$ cat config.mk
export PLATFORM = sky130hd
export DESIGN_NAME = div_unit
export DESIGN_NICKNAME = d
export VERILOG_FILES = /design/src/rtl/div_unit.sv
export SDC_FILE = /design/constraint.sdc
export NUM_CORES = 1
export LEC_CHECK = 0
export ABC_CLOCK_PERIOD_IN_PS = 6800
export BUFFER_PORTS_ARGS = -buffer_cell sky130_fd_sc_hd__buf_4
export CORE_ASPECT_RATIO = 0.75
export CORE_UTILIZATION = 30
export DETAILED_ROUTE_END_ITERATION = 10
export MAX_ROUTING_LAYER = met4
export SYNTH_ARGS = -nofsm -noshare
export SYNTH_HDL_FRONTEND = slang
export SYNTH_SLANG_ARGS = --single-unit
$ cat constraint.sdc
create_clock -name clk -period 6.8 [get_ports clk]
set_clock_uncertainty 0.1 [all_clocks]
set_input_delay 1.7 -clock clk [delete_from_list [all_inputs] [get_ports clk]]
set_output_delay 1.7 -clock clk [all_outputs]
set_load 0.02 [all_outputs]
$ cat src/rtl/div_unit.sv
// Iterative restoring divider feeding the HI/LO register pair.
// Produces one quotient bit per cycle and issues a single-cycle HI/LO write on completion.
module div_unit #(
  parameter int WIDTH = 32
) (
  input  logic             clk,
  input  logic             rst,
  input  logic             start_i,
  input  logic             signed_i,
  input  logic             annul_i,
  input  logic [WIDTH-1:0] opdata1_i,
  input  logic [WIDTH-1:0] opdata2_i,
  output logic             busy_o,
  output logic             ready_o,
  output logic             hilo_we_o,
  output logic [WIDTH-1:0] hi_o,
  output logic [WIDTH-1:0] lo_o
);

  localparam int CW = (WIDTH > 1) ? $clog2(WIDTH) : 1;
  localparam logic [CW-1:0] LAST_STEP = CW'(WIDTH - 1);

  typedef enum logic [1:0] {
    S_FREE,
    S_BYZERO,
    S_ON,
    S_END
  } state_t;

  state_t           state_q, state_d;
  logic [CW-1:0]    cnt_q, cnt_d;
  logic [WIDTH-1:0] dvd_q, dvd_d;     // dividend magnitude, quotient shifts in at the LSB
  logic [WIDTH-1:0] dvs_q, dvs_d;
  logic [WIDTH-1:0] rem_q, rem_d;
  logic             quo_neg_q, quo_neg_d;
  logic             rem_neg_q, rem_neg_d;
  logic             ready_q, ready_d;
  logic [WIDTH-1:0] hi_q, hi_d;
  logic [WIDTH-1:0] lo_q, lo_d;

  logic [WIDTH:0]   shifted;
  logic             qbit;
  logic [WIDTH-1:0] rem_step;
  logic [WIDTH-1:0] quo_step;

  always_comb begin
    // Trial subtraction on the (WIDTH+1)-bit shifted remainder; when it succeeds the
    // difference is below the divisor, so the low WIDTH bits hold it exactly.
    shifted  = {rem_q, dvd_q[WIDTH-1]};
    qbit     = (shifted >= {1'b0, dvs_q});
    rem_step = qbit ? (shifted[WIDTH-1:0] - dvs_q) : shifted[WIDTH-1:0];
    quo_step = {dvd_q[WIDTH-2:0], qbit};

    state_d   = state_q;
    cnt_d     = cnt_q;
    dvd_d     = dvd_q;
    dvs_d     = dvs_q;
    rem_d     = rem_q;
    quo_neg_d = quo_neg_q;
    rem_neg_d = rem_neg_q;
    ready_d   = 1'b0;
    hi_d      = '0;
    lo_d      = '0;

    unique case (state_q)
      S_FREE: begin
        if (start_i && !annul_i) begin
          dvd_d     = (signed_i && opdata1_i[WIDTH-1]) ? -opdata1_i : opdata1_i;
          dvs_d     = (signed_i && opdata2_i[WIDTH-1]) ? -opdata2_i : opdata2_i;
          rem_d     = '0;
          cnt_d     = '0;
          quo_neg_d = signed_i && (opdata1_i[WIDTH-1] ^ opdata2_i[WIDTH-1]);
          rem_neg_d = signed_i && opdata1_i[WIDTH-1];
          state_d   = (opdata2_i == '0) ? S_BYZERO : S_ON;
        end
      end
      S_BYZERO: begin
        if (annul_i) begin
          state_d = S_FREE;
        end else begin
          state_d = S_END;
          ready_d = 1'b1;
        end
      end
      S_ON: begin
        if (annul_i) begin
          state_d = S_FREE;
        end else begin
          rem_d = rem_step;
          dvd_d = quo_step;
          cnt_d = cnt_q + 1'b1;
          if (cnt_q == LAST_STEP) begin
            cnt_d   = '0;
            state_d = S_END;
            ready_d = 1'b1;
            lo_d    = quo_neg_q ? -quo_step : quo_step;
            hi_d    = rem_neg_q ? -rem_step : rem_step;
          end
        end
      end
      S_END: begin
        state_d = S_FREE;
      end
      default: begin
        state_d = S_FREE;
      end
    endcase
  end

  always_ff @(posedge clk or negedge rst) begin
    if (!rst) begin
      state_q   <= S_FREE;
      cnt_q     <= '0;
      dvd_q     <= '0;
      dvs_q     <= '0;
      rem_q     <= '0;
      quo_neg_q <= 1'b0;
      rem_neg_q <= 1'b0;
      ready_q   <= 1'b0;
      hi_q      <= '0;
      lo_q      <= '0;
    end else begin
      state_q   <= state_d;
      cnt_q     <= cnt_d;
      dvd_q     <= dvd_d;
      dvs_q     <= dvs_d;
      rem_q     <= rem_d;
      quo_neg_q <= quo_neg_d;
      rem_neg_q <= rem_neg_d;
      ready_q   <= ready_d;
      hi_q      <= hi_d;
      lo_q      <= lo_d;
    end
  end

  // Result registers are loaded only on entry to END, so they read zero at all other times.
  assign busy_o    = (state_q != S_FREE);
  assign ready_o   = ready_q;
  assign hilo_we_o = ready_q;
  assign hi_o      = hi_q;
  assign lo_o      = lo_q;

endmodule

Word-level counts from Yosys, hierarchy flattened:

Cells that the tools add are included.

* logic and storage cells: 68
* register bits: 170

* equal/unequal tests: 7
* muxes and demuxes: 31
* order comparisons: 1
* bitwise gates (word level): 1
* $add $sub $neg: 6
* reduce and logical (&&, ||, !) cells: 12

Operators with widths (count)
* 2-to-1 mux 32 bit: 15
* negator 32 bit: 4
* one-hot mux 32 bit (2 select lines): 2
* greater-or-equal comparator 33 x 32 -> 1 bit: 1
* zero test 32 bit: 1
* subtractor 32 bit: 1
* 2-to-1 mux 5 bit: 3
* 2-to-1 mux 2 bit: 5
* one-hot mux 5 bit (2 select lines): 1
* one-hot mux 2 bit (4 select lines): 1
* adder 5 x 1 -> 5 bit, second input constant: 1
* equality test 5 bit, second input constant: 1
* equality test 2 bit, second input constant: 2
* logical AND 1 bit: 4
* inequality test 2 bit, second input constant: 2
* AND reduction 2 bit: 2
* nonzero test 2 bit: 2
* 2-to-1 mux 1 bit: 3
* inequality test 3 bit, second input constant: 1
* AND reduction 3 bit: 1
* equality test 2 x 1 -> 1 bit, second input constant: 1
* zero test 2 bit: 1
* one-hot mux 1 bit (2 select lines): 1
* zero test 1 bit: 1
* XOR 1 bit: 1

Depth between registers and ports, before layout:

Gate-level depths: netlist (run 1).

* depth after elaboration: 7
* mapped depth: 22

Least setup slack after synthesis (run 1):

No wires, ideal clock.

* path type: register -> register
* start: reg rem_q[23]
* end: reg hi_q[24] (netlist: hi_o[24])
* required time: 6.633 ns
* clock period less this slack: 5.324 ns
* setup time: 0.067 ns
* buffers on the path: 5
* arrival: 5.157 ns
* cell stages (with the launch flop): 21
* path slack: 1.476 ns
* cell sequence: dfrtp_1 -> ha_1 -> clkbuf_1 -> a21oi_2 -> o21ai_0 -> a2111oi_0 -> o211a_1 -> nand2_1 -> buf_2 -> buf_4 -> buf_2 -> buf_1 -> o21ai_0 -> ha_1 -> nand2_1 -> or4_1 -> nor4_1 -> o211ai_1 -> or4b_1 -> a211o_1 -> nand2_1

* cells in the longest elaborated chain, start to end: 7
* elaborated cells on any way between the ends: 8

RTL lines
* start: declaration: RTL line 34 `logic [WIDTH-1:0] rem_q, rem_d;`
* start signal: assignment: RTL line 127 `rem_q <= rem_d;`
* subtractor 32 bit or greater-or-equal comparator 33 x 32 -> 1 bit (tied branches): RTL line 51, 50
* 2-to-1 mux 32 bit (*): RTL line 51 `rem_step = qbit ? (shifted[WIDTH-1:0] - dvs_q) : shifted[WIDTH-1:0];`
* negator 32 bit: RTL line 97 `hi_d = rem_neg_q ? -rem_step : rem_step;`
* 2-to-1 mux 32 bit (*): RTL line 97
* 2-to-1 mux 32 bit (*): RTL line 92 `if (cnt_q == LAST_STEP) begin`
* 2-to-1 mux 32 bit (*): RTL line 86 `if (annul_i) begin`
* 2-to-1 mux 32 bit (*): RTL line 65 `unique case (state_q)`
* named net hi_d[24]: RTL line 38 `logic [WIDTH-1:0] hi_q, hi_d;`
* end signal: assignment: RTL line 131 `hi_q <= hi_d;`
* end: declaration: RTL line 38

The timed path passes the listed nets; every way through them passes the cells marked *.
A chain may end at the register's enable or synchronous reset.

Worst setup path after layout (run 1):

* start: reg rem_q[5]
* end: reg hi_q[24] (netlist: hi_o[24])

The elaborated chain is that of the path after synthesis.

==> implementation parameters, run 1 <==
Parameter                              Value

Yosys
  Number of flip-flops and latches in the synthesized netlist ... 170
  Ys flop type ... sky130_fd_sc_hd__dfrtp_1
  Sequential element share of the synthesized area ... 35.92%
  YS warnings ... 0
  Async S/R FF share, synth ... 100.0%
  Avg Synthesized Cell Area ... 8.095 sq um
  Count of different cell masters after synthesis ... 76
  Synth Cell Area ... 0.01184 sq mm
  Synthesized Nets ... 1574
  Number of enable-type register cells in the synthesized netlist ... 0
  Synth Instances ... 1463

Final layout
  Synth-to-Final Area Change ... 16.85%
  Most common cell after layout, fill and taps aside ... sky130_fd_sc_hd__nand2_1
  Layout cell share with drive strength beyond 1 ... 13.14%
  Top library cells by usage in the layout, fill and taps aside ... sky130_fd_sc_hd__nand2_1 (185), sky130_fd_sc_hd__dfrtp_1 (170), sky130_fd_sc_hd__o21ai_0 (160), sky130_fd_sc_hd__nor2_1 (160), sky130_fd_sc_hd__buf_4 (145)
  Diode count ... 0
  Fill count ... 3963
  Number of nets in the final layout ... 1658

Hold path
  Min-Delay Endpoint ... dvs_q[15]
  Worst Hold Depth ... 2
  Path class of the lowest-slack min-delay path ... register to register
  Origin of the worst min-delay path ... dvs_q[15]

STA
  Hold Slack ... 0.3813 ns
  Endpoints failing setup ... 0
  Final count of pins violating max slew ... 0
  Ratio of final minimum period to clock period ... 83.92%
  Min Clock Period, post-route ... 5.706 ns
  Summed negative setup slack over all endpoints ... 0 ns
  Hold violation total from the final report ... 0
  Slew margin rel. ... 13.97%
  Unrepaired setup endpoints after global routing ... no
  Transition time at the pin with the least slew margin ... 1.274 ns
  Max Freq ... 175.2 MHz

Die
  Starting density of the core ... 30.72%
  I/O Pins ... 136
  Vertical die dimension ... 174.1 um
  Total core area ... 0.03855 sq mm
  Die outline width ... 231.4 um
  Die ar. ... 0.04028 sq mm
  Placement row count ... 62

Route
  Via-to-Cell Ratio ... 5.315
  DRC violation count after routing ... 0
  Total wire length after detailed routing ... 38490 um
  First drt pass iteration count ... 5
  Initial DRC count ... 828
  Overall via count from detail_route ... 11013
  Routed length per placed instance ... 18.58 um
  Count of antenna-violating nets left after detailed routing ... 0

Global route
  Via count of the first global-routing pass ... 10360
  First-pass GRT wire length ... 60290 um
  Total global routing overflow ... 0
  Total Routing Usage GR ... 19.81%
  Antenna violations before repair ... 1
  Largest net degree at the start of global routing ... 76

Clocking
  Post-cts repair resize count ... 0
  Number of post-CTS setup repair buffers ... 0
  Clock tree from TritonCTS ... yes
  Clk slew on worst S/H paths ... 0.08 ns
  CTS Hold Buffers Added ... 0
  Number of levels the H-tree was split into ... 4
  CTS Root Buffer Type ... sky130_fd_sc_hd__clkbuf_16
  Maximum buffer depth of the clock tree ... 2
  Clock latency on the worst-skew pair ... 0.46 ns
  Count of clock tree sinks ... 170
  Number of clock buffers inserted by TritonCTS ... 17

Run status
  Result of the run ... complete, no violations

Place
  Final HPWL DP ... 30130 um
  Routability congestion estimate from global placement ... 0.9828
  PortBufs ... 135

Power
  Static Leakage ... 6.084 nW
  Power per cell area ... 530.0 mW/mm^2
  Maximum ir drop on the vdd rail ... 286.8 uV

Setup path
  Worst setup SP type ... register
  R2R depth ... 16
  Element type at the critical path end ... register
  Worst Path Required ... 7.09 ns
  Crit Path Max Fanout ... 10
  Minimum setup slack among reg-to-reg paths ... 1.09 ns
  Crit path arrival time ... 5.99 ns
  Capture instance of the worst register-to-register path ... hi_o[24]
  Path type of the worst setup path ... register to register
  Reg2reg start ... rem_q[5]

Job
  Count of max-cap constraint violations ... 0
[state kept, by name, indices dropped and copies added, names as in the netlist]
name and flops:
dvd_q 32, dvs_q 32, hi_o 32, lo_o 32
rem_q 32, cnt_q 5, state_q 2, hilo_we_o 1
quo_neg_q 1, rem_neg_q 1
[synthesized netlist by cell type, types with 16 or more instances]
library cell / number / area [sq um]
sky130_fd_sc_hd__a21oi_1: 101 / 505.5
sky130_fd_sc_hd__clkbuf_1: 57 / 214.0
sky130_fd_sc_hd__dfrtp_1: 170 / 4254
sky130_fd_sc_hd__ha_1: 41 / 513.0
sky130_fd_sc_hd__inv_1: 63 / 236.5
sky130_fd_sc_hd__mux2i_1: 24 / 240.2
sky130_fd_sc_hd__nand2_1: 186 / 698.2
sky130_fd_sc_hd__nand3_1: 23 / 115.1
sky130_fd_sc_hd__nand4_1: 16 / 100.1
sky130_fd_sc_hd__nor2_1: 160 / 600.6
sky130_fd_sc_hd__nor3_1: 28 / 140.1
sky130_fd_sc_hd__nor4_1: 20 / 125.1
sky130_fd_sc_hd__o21ai_0: 160 / 800.8
sky130_fd_sc_hd__o31ai_1: 21 / 157.7
sky130_fd_sc_hd__or3_1: 20 / 125.1
sky130_fd_sc_hd__or4_1: 18 / 135.1
sky130_fd_sc_hd__xnor2_1: 63 / 551.8
sky130_fd_sc_hd__xor2_1: 64 / 560.5
[metal layers]
layer	share of wire [%]	vias up	global-route usage [%]	routed length (um)
li1	-	5348	-	-
met1	54	5262	31.29	20740
met2	37	375	24.68	14410
met3	7.5	28	4.085	2884
met4	1.2	0	4.608	460
met5	0	-	-	0
[power by group]
| part | switching [mW] | internal [mW] | total, mW | leakage [nW] |
|---|---|---|---|---|
| Combinational | 3.08 | 1.63 | 4.71 | 3.55 |
| Clock | 0.486 | 0.500 | 0.986 | 0.285 |
| Sequential | 0.363 | 1.27 | 1.64 | 2.25 |
| Total | 3.93 | 3.40 | 7.33 | 6.08 |
[worst max-delay path by stage]
stage | from | cells past startpoint | endpoint | slack, ns
2_1_floorplan | rem_q[23] | 20 | hi_o[24] | 1.48
5_1_grt | rem_q[5] | 16 | hi_o[28] | 0.75
3_5_place_dp | rem_q[5] | 16 | hi_o[28] | 1.29
3_3_place_gp | rem_q[7] | 16 | hi_o[24] | 1.56
4_1_cts | rem_q[5] | 16 | hi_o[28] | 1.25
6_report | rem_q[5] | 16 | hi_o[24] | 1.09
[cell families (layout without fill, tap and decap cells)]
| logic type | Yosys count | in the layout | synth area share [%] |
|---|---|---|---|
| adders and majority gates | 42 | 42 | 4.501 |
| AOI/OAI and AO/OA | 417 | 417 | 21.90 |
| muxes | 29 | 29 | 2.504 |
| xor gates and xnor gates | 127 | 127 | 9.393 |
| DFF | 170 | 170 | 35.92 |
| and+or+nand+nor | 534 | 534 | 20.93 |
| buffers and inverters | 144 | 241 | 4.849 |
[per-stage QoR]
| stage | area (sq um) | utilization [%] | std cells | power, mW | setup slack (ns) |
|---|---|---|---|---|---|
| floorplan | 11840 | - | 1463 | 4.931 | 1.476 |
| global placement | 13260 | 34.38 | 2040 | 6.279 | 1.556 |
| detailed placement | 13260 | 34.38 | 2040 | 6.254 | 1.295 |
| CTS | 13840 | 35.89 | 2072 | 7.265 | 1.247 |
| global route | 13840 | 35.89 | 2072 | 7.888 | 0.7494 |
| finish | 13840 | 35.89 | 2072 | 7.334 | 1.094 |
[worst max-delay path: stages, from the launching register on]
cell                       delay (ns)
sky130_fd_sc_hd__dfrtp_1         0.46
sky130_fd_sc_hd__ha_1            0.52
sky130_fd_sc_hd__a21oi_1         0.18
sky130_fd_sc_hd__o21ai_0         0.57
sky130_fd_sc_hd__a221oi_1        0.26
sky130_fd_sc_hd__a211o_1         0.45
sky130_fd_sc_hd__nand2_1         0.37
sky130_fd_sc_hd__inv_1           0.13
sky130_fd_sc_hd__mux2i_1         0.28
sky130_fd_sc_hd__ha_1            0.26
sky130_fd_sc_hd__nand2_1         0.06
sky130_fd_sc_hd__or4_1           0.55
sky130_fd_sc_hd__nor4_1          0.29
sky130_fd_sc_hd__o211ai_1        0.23
sky130_fd_sc_hd__or4b_1          0.55
sky130_fd_sc_hd__a211o_1         0.31
sky130_fd_sc_hd__nand2_1         0.07
[area by class of cell]
cell class | count | area (sq um) | area share, %
clock inverter | 14 | 143.9 | 1.040
inverter | 63 | 236.5 | 1.709
clock buffer | 18 | 439.2 | 3.174
tap | 512 | 640.6 | 4.629
multi-input combinational | 1149 | 7024 | 50.76
timing repair buffer | 146 | 1100 | 7.948
sequential | 170 | 4254 | 30.74
No activity file was read; power rests on OpenSTA's default activity.
==> run 2: changes to the inputs <==
--- a/config.mk
+++ b/config.mk
@@ -5,7 +5,7 @@
 export SDC_FILE = /design/constraint.sdc
 export NUM_CORES = 1
 export LEC_CHECK = 0
-export ABC_CLOCK_PERIOD_IN_PS = 6800
+export ABC_CLOCK_PERIOD_IN_PS = 5080
 export BUFFER_PORTS_ARGS = -buffer_cell sky130_fd_sc_hd__buf_4
 export CORE_ASPECT_RATIO = 0.75
 export CORE_UTILIZATION = 30
==> constraint.sdc (replaced) <==
create_clock -name clk -period 5.08 [get_ports clk]
set_clock_uncertainty 0.1 [all_clocks]
set_input_delay 1.27 -clock clk [delete_from_list [all_inputs] [get_ports clk]]
set_output_delay 1.27 -clock clk [all_outputs]
set_load 0.02 [all_outputs]
==> implementation parameters, run 2 (same netlist as run 1, synthesis figures left out) <==
Parameter                              Value

STA
  Ratio of final minimum period to clock period ... 94.97% (was 83.92%)
  Summed negative setup slack over all endpoints ... 0 ns (unchanged)
  Transition time at the pin with the least slew margin ... 0.8379 ns (was 1.274 ns)
  Endpoints failing setup ... 0 (unchanged)
  Worst path setup slack after routing ... 0.2556 ns (was 1.094 ns)
  Final count of pins violating max slew ... 0 (unchanged)
  Max Freq ... 207.3 MHz (was 175.2 MHz)
  Unrepaired setup endpoints after global routing ... no (unchanged)
  Hold violation total from the final report ... 0 (unchanged)
  Hold Slack ... 0.3802 ns (was 0.3813 ns)
  Min Clock Period, post-route ... 4.824 ns (was 5.706 ns)
  Slew margin rel. ... 43.43% (was 13.97%)

Final layout
  Top library cells by usage in the layout, fill and taps aside ... sky130_fd_sc_hd__nand2_1 (185), sky130_fd_sc_hd__buf_4 (181), sky130_fd_sc_hd__dfrtp_1 (170) (was sky130_fd_sc_hd__nand2_1 (185), sky130_fd_sc_hd__dfrtp_1 (170), sky130_fd_sc_hd__o21ai_0 (160), sky130_fd_sc_hd__nor2_1 (160), sky130_fd_sc_hd__buf_4 (145))
  Diode count ... 0 (unchanged)
  Layout cell share with drive strength beyond 1 ... 15.96% (was 13.14%)
  Most common cell after layout, fill and taps aside ... sky130_fd_sc_hd__nand2_1 (unchanged)
  Fill count ... 4027 (was 3963)
  Footprint of the multi-input gates ... 0.007113 sq mm (was 0.007024 sq mm)
  Synth-to-Final Area Change ... 20.35% (was 16.85%)
  Area used by sequential logic in the layout ... 0.004254 sq mm (unchanged)
  Number of nets in the final layout ... 1696 (was 1658)

Route
  Overall via count from detail_route ... 11083 (was 11013)
  Count of antenna-violating nets left after detailed routing ... 0 (unchanged)
  Initial DRC count ... 866 (was 828)
  DRC violation count after routing ... 0 (unchanged)
  Via-to-Cell Ratio ... 5.253 (was 5.315)
  Total wire length after detailed routing ... 38760 um (was 38490 um)
  Routed length per placed instance ... 18.37 um (was 18.58 um)
  First drt pass iteration count ... 7 (was 5)

Clocking
  Clock latency on the worst-skew pair ... 0.46 ns (about the same)
  Count of clock tree sinks ... 170 (unchanged)
  Number of clock buffers inserted by TritonCTS ... 17 (unchanged)
  Number of levels the H-tree was split into ... 4 (unchanged)
  Maximum buffer depth of the clock tree ... 2 (unchanged)
  Clk slew on worst S/H paths ... 0.08 ns (about the same)
  CTS Root Buffer Type ... sky130_fd_sc_hd__clkbuf_16 (unchanged)
  Clock tree from TritonCTS ... yes (unchanged)

Place
  PortBufs ... 135 (unchanged)
  Routability congestion estimate from global placement ... 0.9248 (was 0.9828)
  Worst setup timing slack at the placement stage ... 0.2118 ns (was 1.295 ns)
  Final HPWL DP ... 30050 um (was 30130 um)

Power
  Total power draw ... 10.24 mW (was 7.334 mW)
  Power per cell area ... 718.2 mW/mm^2 (was 530.0 mW/mm^2)
  Maximum ir drop on the vdd rail ... 353.6 uV (was 286.8 uV)
  Static Leakage ... 6.288 nW (was 6.084 nW)

Setup path
  Family with the most delay on the worst path ... simple AND/OR/NAND/NOR gates (was compound AO/OA/AOI/OAI gates)
  Worst Path Required ... 5.37 ns (was 7.09 ns)
  Crit Path Max Fanout ... 6 (was 10)
  Worst setup SP type ... register (unchanged)
  Crit-path most repeated cell ... sky130_fd_sc_hd__nand2_1 (unchanged)
  Ordered list of cells on the worst path ... ha_1, nand4_1, nor4_2, buf_4, a22oi_1, o211a_1, nand2_1, inv_1, mux2i_1, ha_1, nand2_1, or4_1, nor4_2, o211ai_1, or4b_1, a211o_1, nand2_1 (was ha_1, a21oi_1, o21ai_0, a221oi_1, a211o_1, nand2_1, inv_1, mux2i_1, ha_1, nand2_1, or4_1, nor4_1, o211ai_1, or4b_1, a211o_1, nand2_1)
  Crit path arrival time ... 5.11 ns (was 5.99 ns)
  Buffer and inverter count on the worst path ... 2 (was 1)
  Slowest stage cell on the critical path ... sky130_fd_sc_hd__or4_1 (was sky130_fd_sc_hd__o21ai_0)
  Element type at the critical path end ... register (unchanged)
  Delay of the slowest cell on the worst path ... 0.56 ns (was 0.57 ns)
  Path type of the worst setup path ... register to register (unchanged)

Die
  Starting density of the core ... 30.72% (unchanged)
  Vertical die dimension ... 174.1 um (unchanged)
  Total core area ... 0.03855 sq mm (unchanged)
  Die outline width ... 231.4 um (unchanged)
  Placement row count ... 62 (unchanged)
  I/O Pins ... 136 (unchanged)
  Die ar. ... 0.04028 sq mm (unchanged)

Global route
  Total global routing overflow ... 0 (unchanged)
  Total Routing Usage GR ... 19.83% (was 19.81%)
  First-pass GRT wire length ... 60250 um (was 60290 um)
  Largest net degree at the start of global routing ... 90 (was 76)
  Antenna violations before repair ... 0 (was 1)
  Via count of the first global-routing pass ... 10339 (was 10360)

Run status
  Result of the run ... complete, no violations (unchanged)

Job
  Count of max-cap constraint violations ... 0 (unchanged)

Hold path
  Path class of the lowest-slack min-delay path ... register to register (unchanged)
-- run 2: report_power, final --
| group | internal, mW | leakage (nW) | total, mW | switching (mW) |
|---|---|---|---|---|
| Clock | 0.664 | 0.289 | 1.34 | 0.676 |
| Combinational | 2.48 | 3.75 | 6.71 | 4.23 |
| Sequential | 1.71 | 2.25 | 2.18 | 0.478 |
-- run 2: final timing paths --
| check | startpoint | end | slack (ns) | cells past startpoint |
|---|---|---|---|---|
| max reg2reg | rem_q[19] | hi_o[24] | 0.26 | 17 |
| max | rem_q[19] | hi_o[24] | 0.26 | 17 |
| min in group asynchronous | rst | lo_o[21] | 0.63 | 1 |
| max in group asynchronous | rst | dvs_q[11] | 3.27 | 2 |
| min | dvs_q[7] | dvs_q[7] | 0.38 | 2 |
| min reg2reg | dvs_q[7] | dvs_q[7] | 0.38 | 2 |
-- run 2: layout make-up --
cell class                      count  share of cell area (%)
Clock inverter                     15                   1.211
Multi-Input combinational cell   1149                   49.91
Clock buffer                       17                   2.985
Timing Repair Buffer              184                   9.894
Tap cell                          512                   4.495
Inverter                           63                   1.659
Sequential cell                   170                   29.85
-- run 2: layer usage --
metal  vias to the layer above  GRT usage (%)  share of wire (%)
met2                       379          23.60                 37
met3                        28          3.773                7.2
li1                       5437              -                  -
met4                         0          4.387                1.2
met5                         -              -                  0
met1                      5239          32.52                 55
-- run 2: repair_timing --
| item | in CTS | in global routing |
|---|---|---|
| hold buffers | 0 | 0 |
| resized for setup | 0 | 16 |
| buffers inserted | 0 | 1 |
| endpoints found under the setup margin | 0 | 6 |
-- run 2: through the flow --
| step | util [%] | cell area [sq um] | instances |
|---|---|---|---|
| final | 36.97 | 14250 | 2110 |
| after global routing | 36.97 | 14250 | 2110 |
| after CTS | 36.74 | 14160 | 2109 |
| after detailed placement | 35.19 | 13570 | 2077 |
| after global placement | 35.19 | 13570 | 2077 |
| after floorplan | - | 11860 | 1463 |
-- run 2: worst reg2reg max path, delay by kind of cell (launching register included) --
family	cells	cell delay, ns
and+or+nand+nor	8	2.14
AOI/OAI and AO/OA	4	0.83
adders and majority gates	2	0.69
DFF	1	0.48
buffers and inverters	2	0.26
muxes	1	0.23
